--- src/rtl/id_ex_register.sv ---
// ID/EX pipeline register with flush/stall handling and a syscall wait FSM.
// Optional `define ID_EX_PERF_COUNTERS_EN adds bubble_count / stall_count outputs.
module id_ex_register (
    input  logic        clk,
    input  logic        reset,
    input  logic        stall,
    input  logic        flush,
    input  logic        id_reg_write,
    input  logic        id_mem_to_reg,
    input  logic        id_mem_write,
    input  logic        id_alu_src,
    input  logic        id_reg_dest,
    input  logic        id_syscall,
    input  logic [3:0]  id_alu_op,
    input  logic [2:0]  id_branch_variant,
    input  logic [31:0] id_rs_value,
    input  logic [31:0] id_rt_value,
    input  logic [31:0] id_imm_ext,
    input  logic [31:0] id_pc_plus_4,
    input  logic [4:0]  id_shamt,
    input  logic [4:0]  id_rs_id,
    input  logic [4:0]  id_rt_id,
    input  logic [4:0]  id_rd_id,
    input  logic        syscall_done,
    output logic        ex_reg_write,
    output logic        ex_mem_to_reg,
    output logic        ex_mem_write,
    output logic        ex_alu_src,
    output logic        ex_reg_dest,
    output logic        ex_syscall,
    output logic [3:0]  ex_alu_op,
    output logic [2:0]  ex_branch_variant,
    output logic [31:0] ex_rs_value,
    output logic [31:0] ex_rt_value,
    output logic [31:0] ex_imm_ext,
    output logic [31:0] ex_pc_plus_4,
    output logic [4:0]  ex_shamt,
    output logic [4:0]  ex_rs_id,
    output logic [4:0]  ex_rt_id,
    output logic [4:0]  ex_rd_id,
    output logic        hold_upstream,
    output logic        syscall_pending
`ifdef ID_EX_PERF_COUNTERS_EN
    ,
    output logic [31:0] bubble_count,
    output logic [31:0] stall_count
`endif
);

    localparam logic [2:0] BV_NONE = 3'd0;

    typedef enum logic {RUN, SYS_WAIT} state_t;

    typedef struct packed {
        logic        reg_write;
        logic        mem_to_reg;
        logic        mem_write;
        logic        alu_src;
        logic        reg_dest;
        logic        syscall;
        logic [3:0]  alu_op;
        logic [2:0]  branch_variant;
        logic [31:0] rs_value;
        logic [31:0] rt_value;
        logic [31:0] imm_ext;
        logic [31:0] pc_plus_4;
        logic [4:0]  shamt;
        logic [4:0]  rs_id;
        logic [4:0]  rt_id;
        logic [4:0]  rd_id;
    } ex_bundle_t;

    localparam ex_bundle_t BUBBLE = ex_bundle_t'({6'b0, 4'b0, BV_NONE, 148'b0});

    state_t     state, state_nxt;
    ex_bundle_t ex_q, ex_nxt, id_bundle;
    logic       load_bubble, hold_cycle;

    assign id_bundle = '{id_reg_write, id_mem_to_reg, id_mem_write, id_alu_src,
                         id_reg_dest, id_syscall, id_alu_op, id_branch_variant,
                         id_rs_value, id_rt_value, id_imm_ext, id_pc_plus_4,
                         id_shamt, id_rs_id, id_rt_id, id_rd_id};

    // syscall_done releases SYS_WAIT and lets RUN rules act on the same edge
    always_comb begin
        state_nxt   = state;
        ex_nxt      = ex_q;
        load_bubble = 1'b0;
        hold_cycle  = 1'b0;
        if (state == SYS_WAIT && !syscall_done) begin
            hold_cycle = 1'b1;
        end else if (flush) begin
            ex_nxt      = BUBBLE;
            state_nxt   = RUN;
            load_bubble = 1'b1;
        end else if (stall) begin
            state_nxt  = RUN;
            hold_cycle = 1'b1;
        end else begin
            ex_nxt    = id_bundle;
            state_nxt = id_syscall ? SYS_WAIT : RUN;
        end
    end

    always_ff @(posedge clk) begin
        if (reset) begin
            state <= RUN;
            ex_q  <= BUBBLE;
        end else begin
            state <= state_nxt;
            ex_q  <= ex_nxt;
        end
    end

    assign hold_upstream   = (state == SYS_WAIT) && !syscall_done;
    assign syscall_pending = (state == SYS_WAIT);

    assign ex_reg_write      = ex_q.reg_write;
    assign ex_mem_to_reg     = ex_q.mem_to_reg;
    assign ex_mem_write      = ex_q.mem_write;
    assign ex_alu_src        = ex_q.alu_src;
    assign ex_reg_dest       = ex_q.reg_dest;
    assign ex_syscall        = ex_q.syscall;
    assign ex_alu_op         = ex_q.alu_op;
    assign ex_branch_variant = ex_q.branch_variant;
    assign ex_rs_value       = ex_q.rs_value;
    assign ex_rt_value       = ex_q.rt_value;
    assign ex_imm_ext        = ex_q.imm_ext;
    assign ex_pc_plus_4      = ex_q.pc_plus_4;
    assign ex_shamt          = ex_q.shamt;
    assign ex_rs_id          = ex_q.rs_id;
    assign ex_rt_id          = ex_q.rt_id;
    assign ex_rd_id          = ex_q.rd_id;

`ifdef ID_EX_PERF_COUNTERS_EN
    // free-running wrap at 2^32
    always_ff @(posedge clk) begin
        if (reset) begin
            bubble_count <= '0;
            stall_count  <= '0;
        end else begin
            if (load_bubble) bubble_count <= bubble_count + 32'd1;
            if (hold_cycle)  stall_count  <= stall_count + 32'd1;
        end
    end
`else
    logic unused_perf;
    assign unused_perf = load_bubble ^ hold_cycle;
`endif

endmodule

--- config.mk ---
export PLATFORM = sky130hd
export DESIGN_NAME = id_ex_register
export DESIGN_NICKNAME = d
export VERILOG_FILES = /design/src/rtl/id_ex_register.sv
export SDC_FILE = /design/constraint.sdc
export NUM_CORES = 1
export LEC_CHECK = 0
export ABC_AREA = 0
export ABC_CLOCK_PERIOD_IN_PS = 2400
export BUFFER_PORTS_ARGS = -buffer_cell sky130_fd_sc_hd__buf_4
export CAP_MARGIN = 15
export CORE_AREA = 2 2 127 129
export DETAILED_ROUTE_END_ITERATION = 8
export DIE_AREA = 0 0 129 131
export HOLD_SLACK_MARGIN = 0.05
export MAX_ROUTING_LAYER = met4
export SETUP_SLACK_MARGIN = 0.5
export SYNTH_ARGS = -nofsm -noshare
export SYNTH_HDL_FRONTEND = slang
export SYNTH_SLANG_ARGS = --single-unit
--- constraint.sdc ---
create_clock -name clk -period 2.4 [get_ports clk]
set_input_delay 0.12 -clock clk [delete_from_list [all_inputs] [get_ports clk]]
set_output_delay 0.12 -clock clk [all_outputs]
set_load 0.05 [all_outputs]
==> results.cfg, run 1 <==
[outcome]
status = complete, no violations

[timing]
setup_viol = 0
skew_ns = 0.00954
setup_ws_ns = 0.795
timing.fmax_ghz = 0.623
report.final.hold_viol_count = 0
rsz0062_at_grt = false
max-slew-margin-rel_pct = 58.4
slew_violations = 0
period_needed_ns = 1.60
post-route-period-util_pct = 66.9
tns_ns = 0
max_slew.worst_pin.slew_ns = 0.625

[logic_synthesis]
syn_inst = 368
yosysUniqueCellTypes = 16
ys_seq_elements = 162
synthTopCellsByCount = 162 x dfxtp_1, 160 x a22o_1, 21 x buf_2, 12 x clkbuf_1, 2 x nand2b_1
synth_area_leaders = dfxtp_1 66%, a22o_1 29%, buf_2 2.1%, clkbuf_1 0.92%, nor4_4 0.43%
synth_top_area_share_pct = 66.3
synthesis.nets = 534
syn_avg_cell_area_um2 = 13.3
ys_seq_area_share_pct = 66.3
synth_edf_count = 0
synthesis.area_um2 = 4890
synthArstFlopShare_pct = 0
yosysTopAreaCell = dfxtp_1
ys.warnings.count = 0
yosysMostFrequentCell = dfxtp_1
synth_flop_cell = dfxtp_1

[worst_setup_path]
end_kind = flop
r2r_setup_slack_ns = 0.80
critPathRequiredTime_ns = 2.75
r2r-start = syscall_pending
crit_type = reg -> reg
critPathLaunchType = flop
path_max_fanout = 87
arrival_ns = 1.96
reg2regPathDepth = 5
r2r_end = ex_pc_plus_4[25]

[global_routing]
grt_max_degree = 102
grt_pass1_wl_mm = 26.2
grt_pass1_vias = 5048
grt-ovfl-total = 0
grt_usage_pct = 20.5
antenna_found_initial = 1

[drt]
drt_drc_violations_left = 0
dr.pass1.iters = 4
wl_per_cell_um = 16.6
wirelength_mm = 17.9
num_vias = 5003
drt_iter0_drc = 238
via_per_inst = 4.65
drtAntennaViolNets = 0

[floorplan]
rows = 46
fp.coreArea_um2 = 15600
initial_core_util_pct = 31.4
io_pins = 329
dieArea_um2 = 16900
fp.dieW_um = 129
dieHeight_um = 131

[place]
dp_slack_ns = 0.847
place_hpwl_mm = 10.9
portBuffers = 328
dpl.cell_count = 882
gp_congestion = 0.761

[cts]
cts.path.max_buffers = 2
cts.repair.resized = 0
cts.sinks = 162
clkSlewWorstSetupHoldPaths_ns = 0.06
cts_tree = done
cts_made_buffers = 17
cts_setup_buffers = 0
htree_levels = 4
insertion_delay_ns = 0.42
hold_buffers = 162
cts_root_buffer = clkbuf_16

[power_and_ir_drop]
finalPower_mw = 6.50
cellPowerDensity_nw_per_um2 = 669
peakVddDrop_uv = 481
p_leak_nw = 4.51

[layout]
fin_cells = 1077
finish.utilization_pct = 62.3
drive_gt1_share_pct = 42.4
syn2layout_area_growth_pct = 98.7
nets = 1013

[min_path]
hold_end = ex_syscall
hold_path_class = in -> reg
hold_depth = 3
hold_start = stall

[job]
max_cap_viol_count = 0
[per-layer routing]
layer  share of wire (%)  vias to the layer above  GRT usage (%)
li1                    -                     2388              -
met1                  41                     2350           23.6
met2                  50                      240           34.1
met3                 7.6                       25           6.72
met4                 1.8                        0           6.65
met5                   0                        -              -
[power by group]
group	internal [mW]	switching, mW
clock network	1.46	1.09
logic	0.540	0.568
registers	2.78	0.0550
[worst max-delay path by stage]
stage	slack, ns	depth (start not counted)	from	endpoint
after global routing	0.71	5	syscall_pending	ex_rs_value[1]
after floorplan	0.58	6	syscall_pending	ex_imm_ext[0]
after CTS	0.82	5	syscall_pending	ex_rt_value[0]
after global placement	0.89	5	syscall_pending	ex_pc_plus_4[2]
final	0.80	5	syscall_pending	ex_pc_plus_4[25]
after detailed placement	0.85	5	syscall_pending	ex_rs_value[12]
[layout make-up]
cell class | instances | area (um2)
Clock inverter | 11 | 105
Timing Repair Buffer | 494 | 4150
Inverter | 2 | 7.51
Clock buffer | 21 | 450
Sequential cell | 162 | 3240
Multi-Input combinational cell | 170 | 1490
Fill cell | 1162 | 5880
Tap cell | 216 | 270
Antenna cell | 1 | 2.50
[cell usage in the layout, fill, tap and decap left out, drive strengths merged]
| cell type | n |
|---|---|
| buf | 332 |
| dfxtp | 162 |
| dlygate4sd3 | 162 |
| a22o | 160 |
| clkbuf | 21 |
| inv | 5 |
| clkinv | 4 |
| clkinvlp | 3 |
| nand2b | 2 |
| a21oi | 2 |
| diode | 1 |
| nor4 | 1 |
| or3b | 1 |
| nand2 | 1 |
| nor3b | 1 |
| nor2 | 1 |
| a32o | 1 |
| bufinv | 1 |
[through the flow]
stage	cell area [um2]	hold WS, ns
global placement	7540	0.336
CTS	9720	0.0545
finish	9720	0.0764
floorplan	4890	0.189
detailed placement	7540	0.339
global route	9720	0.0728
[cell families after synthesis]
kind of cell	after synthesis	synth area share (%)
and+or+nand+nor	7	1.18
buffers and inverters	36	3.38
AOI/OAI and AO/OA	163	29.1
DFF	162	66.3
[worst max-delay path: stages, from the launching register on]
cell and delay (ns):
dfxtp_1 0.31, nand2b_1 0.19, inv_2 0.09, nor4_4 0.28
buf_12 0.36, a22o_1 0.23
No activity file was read; power rests on OpenSTA's default activity.
==> inputs of run 2 (changes only) <==
Settings changed: ABC_AREA 0 to 1, ABC_CLOCK_PERIOD_IN_PS 2400 to 1600, CORE_AREA 2 2 127 129 to 2 2 128 130, DIE_AREA 0 0 129 131 to 0 0 130 132, PLACE_DENSITY set to 0.69.
Clock period 2.4 ns to 1.6 ns, I/O delays scaled along.
==> run 2 against run 1 <==
Critical path type unchanged. Via count is 55% higher. Sequential power increased by 50%. Die area increased by 1.5%. Clock skew is 0.0011 ns higher.
==> results.cfg, run 2 <==
[logic_synthesis]
synth_top_area_share_pct = 55.4
muxShareOfSynthArea_pct = 0
yosysTopAreaCell = dfxtp_1
synthesis.nets = 889
synth_compound_area_share_pct = 13.8
ys_seq_elements = 162
syn_inst = 723
synth_xor_area_share_pct = 0
synthTopCellsByCount = 163 x nand2_1, 162 x a21oi_1, 162 x dfxtp_1, 161 x nand3_1, 36 x buf_2
synth_area_leaders = dfxtp_1 55%, a21oi_1 14%, nand3_1 14%, nand2_1 10%, buf_2 3.1%
ys.warnings.count = 0
synthesis.area_um2 = 5860
yosysUniqueCellTypes = 11
ys_seq_area_share_pct = 55.4
syn_avg_cell_area_um2 = 8.10
synth_edf_count = 0
synth_flop_cell = dfxtp_1
synthSimpleGateAreaFrac_pct = 24.5
synth-adder-area-share_pct = 0
yosysMostFrequentCell = nand2_1
synthArstFlopShare_pct = 0
synth_top_family_by_area = simple AND/OR/NAND/NOR gates

[timing]
max-slew-margin-rel_pct = 69.8
tns_ns = 0
skew_ns = 0.0106
post-route-period-util_pct = 84.9
setup_ws_ns = 0.242
period_needed_ns = 1.36
setup_viol = 0
timing.fmax_ghz = 0.736
report.final.hold_viol_count = 0
rsz0062_at_grt = true
max_slew.worst_pin.slew_ns = 0.453
slew_violations = 0

[place]
gp_congestion = 0.765
portBuffers = 328
place_hpwl_mm = 12.6
placed_area_um2 = 8420
dp_slack_ns = 0.406

[worst_setup_path]
crit_type = reg -> reg
startpoint = syscall_pending
r2r_setup_slack_ns = 0.24
r2r-start = syscall_pending
r2r_end = ex_imm_ext[10]
path_max_fanout = 7
critPathLaunchType = flop
crit_end = ex_imm_ext[10]
critPathRequiredTime_ns = 1.94
arrival_ns = 1.69
reg2regPathDepth = 7
end_kind = flop

[power_and_ir_drop]
pwr-share-seq_pct = 39.8
pwr-share-clk_pct = 38.7
cellPowerDensity_nw_per_um2 = 887
switching_share_pct = 28.5
peakVddDrop_uv = 708
p_int_mw = 7.68
p_leak_nw = 5.33
comb_power_share_pct = 21.5
switchingPower_mw = 3.06

[job]
max_cap_viol_count = 0

[layout]
postLayoutCellArea_um2 = 12100
nets = 1378
syn2layout_area_growth_pct = 107
mostFrequentLayoutCells = 315 x buf_4, 162 x dlygate4sd3_1, 156 x nand3_1, 156 x dfxtp_1, 130 x nand2_1
layout_commonest_cell = buf_4
drive_gt1_share_pct = 41.0

[drt]
wirelength_mm = 29.6
num_vias = 7759
drtAntennaViolNets = 0
drt_drc_violations_left = 0
via_per_inst = 5.38
drt_iter0_drc = 774
wl_per_cell_um = 20.5
dr.pass1.iters = 5

[cts]
cts_tree = done
cts_made_buffers = 17
insertion_delay_ns = 0.43
htree_levels = 4
cts_root_buffer = clkbuf_16
clkSlewWorstSetupHoldPaths_ns = 0.07
cts.sinks = 162
cts.path.max_buffers = 2

[floorplan]
initial_core_util_pct = 37.3
fp.dieW_um = 130
io_pins = 329
dieArea_um2 = 17200
dieHeight_um = 132
fp.coreArea_um2 = 15700
rows = 46

[global_routing]
grt_pass1_vias = 7391
grt_usage_pct = 29.0
grt_max_degree = 87
antenna_found_initial = 1
grt-ovfl-total = 0
grt_pass1_wl_mm = 38.0

[outcome]
status = complete, no violations

[min_path]
hold_depth = 5
hold_path_class = in -> reg
[run 2: cell types whose count changed after synthesis, moves of 5 or more]
cell,before,now
buf_4,1,13
clkbuf_1,12,17
a21oi_1,1,162
nand2_1,1,163
buf_2,21,36
a22o_1,160,0
nand3_1,0,161
[run 2: logic make-up (layout without fill, tap and decap cells)]
family	after synthesis	in the layout
buf+inv	73	575
other cells	0	1
simple gates	326	326
compound gates	162	162
flops	162	162
[run 2: through the flow]
step           hold slack (ns)  power (mW)  std cells  util (%)
2_1_floorplan            0.245        5.21        723         -
3_3_place_gp             0.363        5.83       1206      53.6
3_5_place_dp             0.369        5.84       1206      53.6
4_1_cts                  0.227        10.4       1424      71.7
5_1_grt                  0.254        11.0       1442      77.0
6_report                 0.225        10.7       1442      77.0
[run 2: area by class of cell]
cell class / instances / area [um2]
diodes: 1 / 2.50
clock buffers: 21 / 470
clock inverters: 11 / 128
fillers: 931 / 3620
inverters: 3 / 15.0
multi-input cells: 488 / 2690
flip-flops and latches: 162 / 3250
well taps: 216 / 270
repair buffers: 540 / 5270
[run 2: routing by layer]
metal  wire, um  track usage [%]
met1      11100             32.7
met4       1510             15.8
met2      14000             45.8
met5          0                -
met3       2920             8.48
[run 2: timing repair]
item / 4_1_cts / 5_1_grt
endpoints found under the hold margin: 162 / 0
hold buffers: 162 / 0
gates resized for setup: 31 / 137
setup buffers: 9 / 3
pin swaps: 3 / 32
cloned: 15 / 14
setup endpoints to repair: 165 / 175
[run 2: power by group through the flow]
stage / Combinational [mW] / Sequential (mW) / Clock [mW]
floorplan: 0.407 / 4.80 / 0
global placement: 1.51 / 4.33 / 0
detailed placement: 1.51 / 4.33 / 0
CTS: 2.02 / 4.24 / 4.19
global route: 2.39 / 4.28 / 4.35
finish: 2.31 / 4.27 / 4.16
[run 2: critical path, cell delays in order (launching register included)]
cell and delay (ns):
dfxtp_4 0.37, nand2_8 0.07, buf_12 0.13, nand2_8 0.11, buf_8 0.16, buf_8 0.14
nand2_1 0.07, a21oi_1 0.21
[run 2: how the worst min path moves through the flow]
| stage | slack [ns] | endpoint | from |
|---|---|---|---|
| after floorplan | 0.24 | ex_imm_ext[10] | id_imm_ext[10] |
| after global placement | 0.36 | ex_pc_plus_4[2] | id_pc_plus_4[2] |
| after detailed placement | 0.37 | ex_pc_plus_4[17] | id_pc_plus_4[17] |
| after CTS | 0.23 | ex_imm_ext[1] | flush |
| after global routing | 0.25 | ex_rs_value[10] | flush |
| final | 0.22 | ex_rs_value[24] | flush |
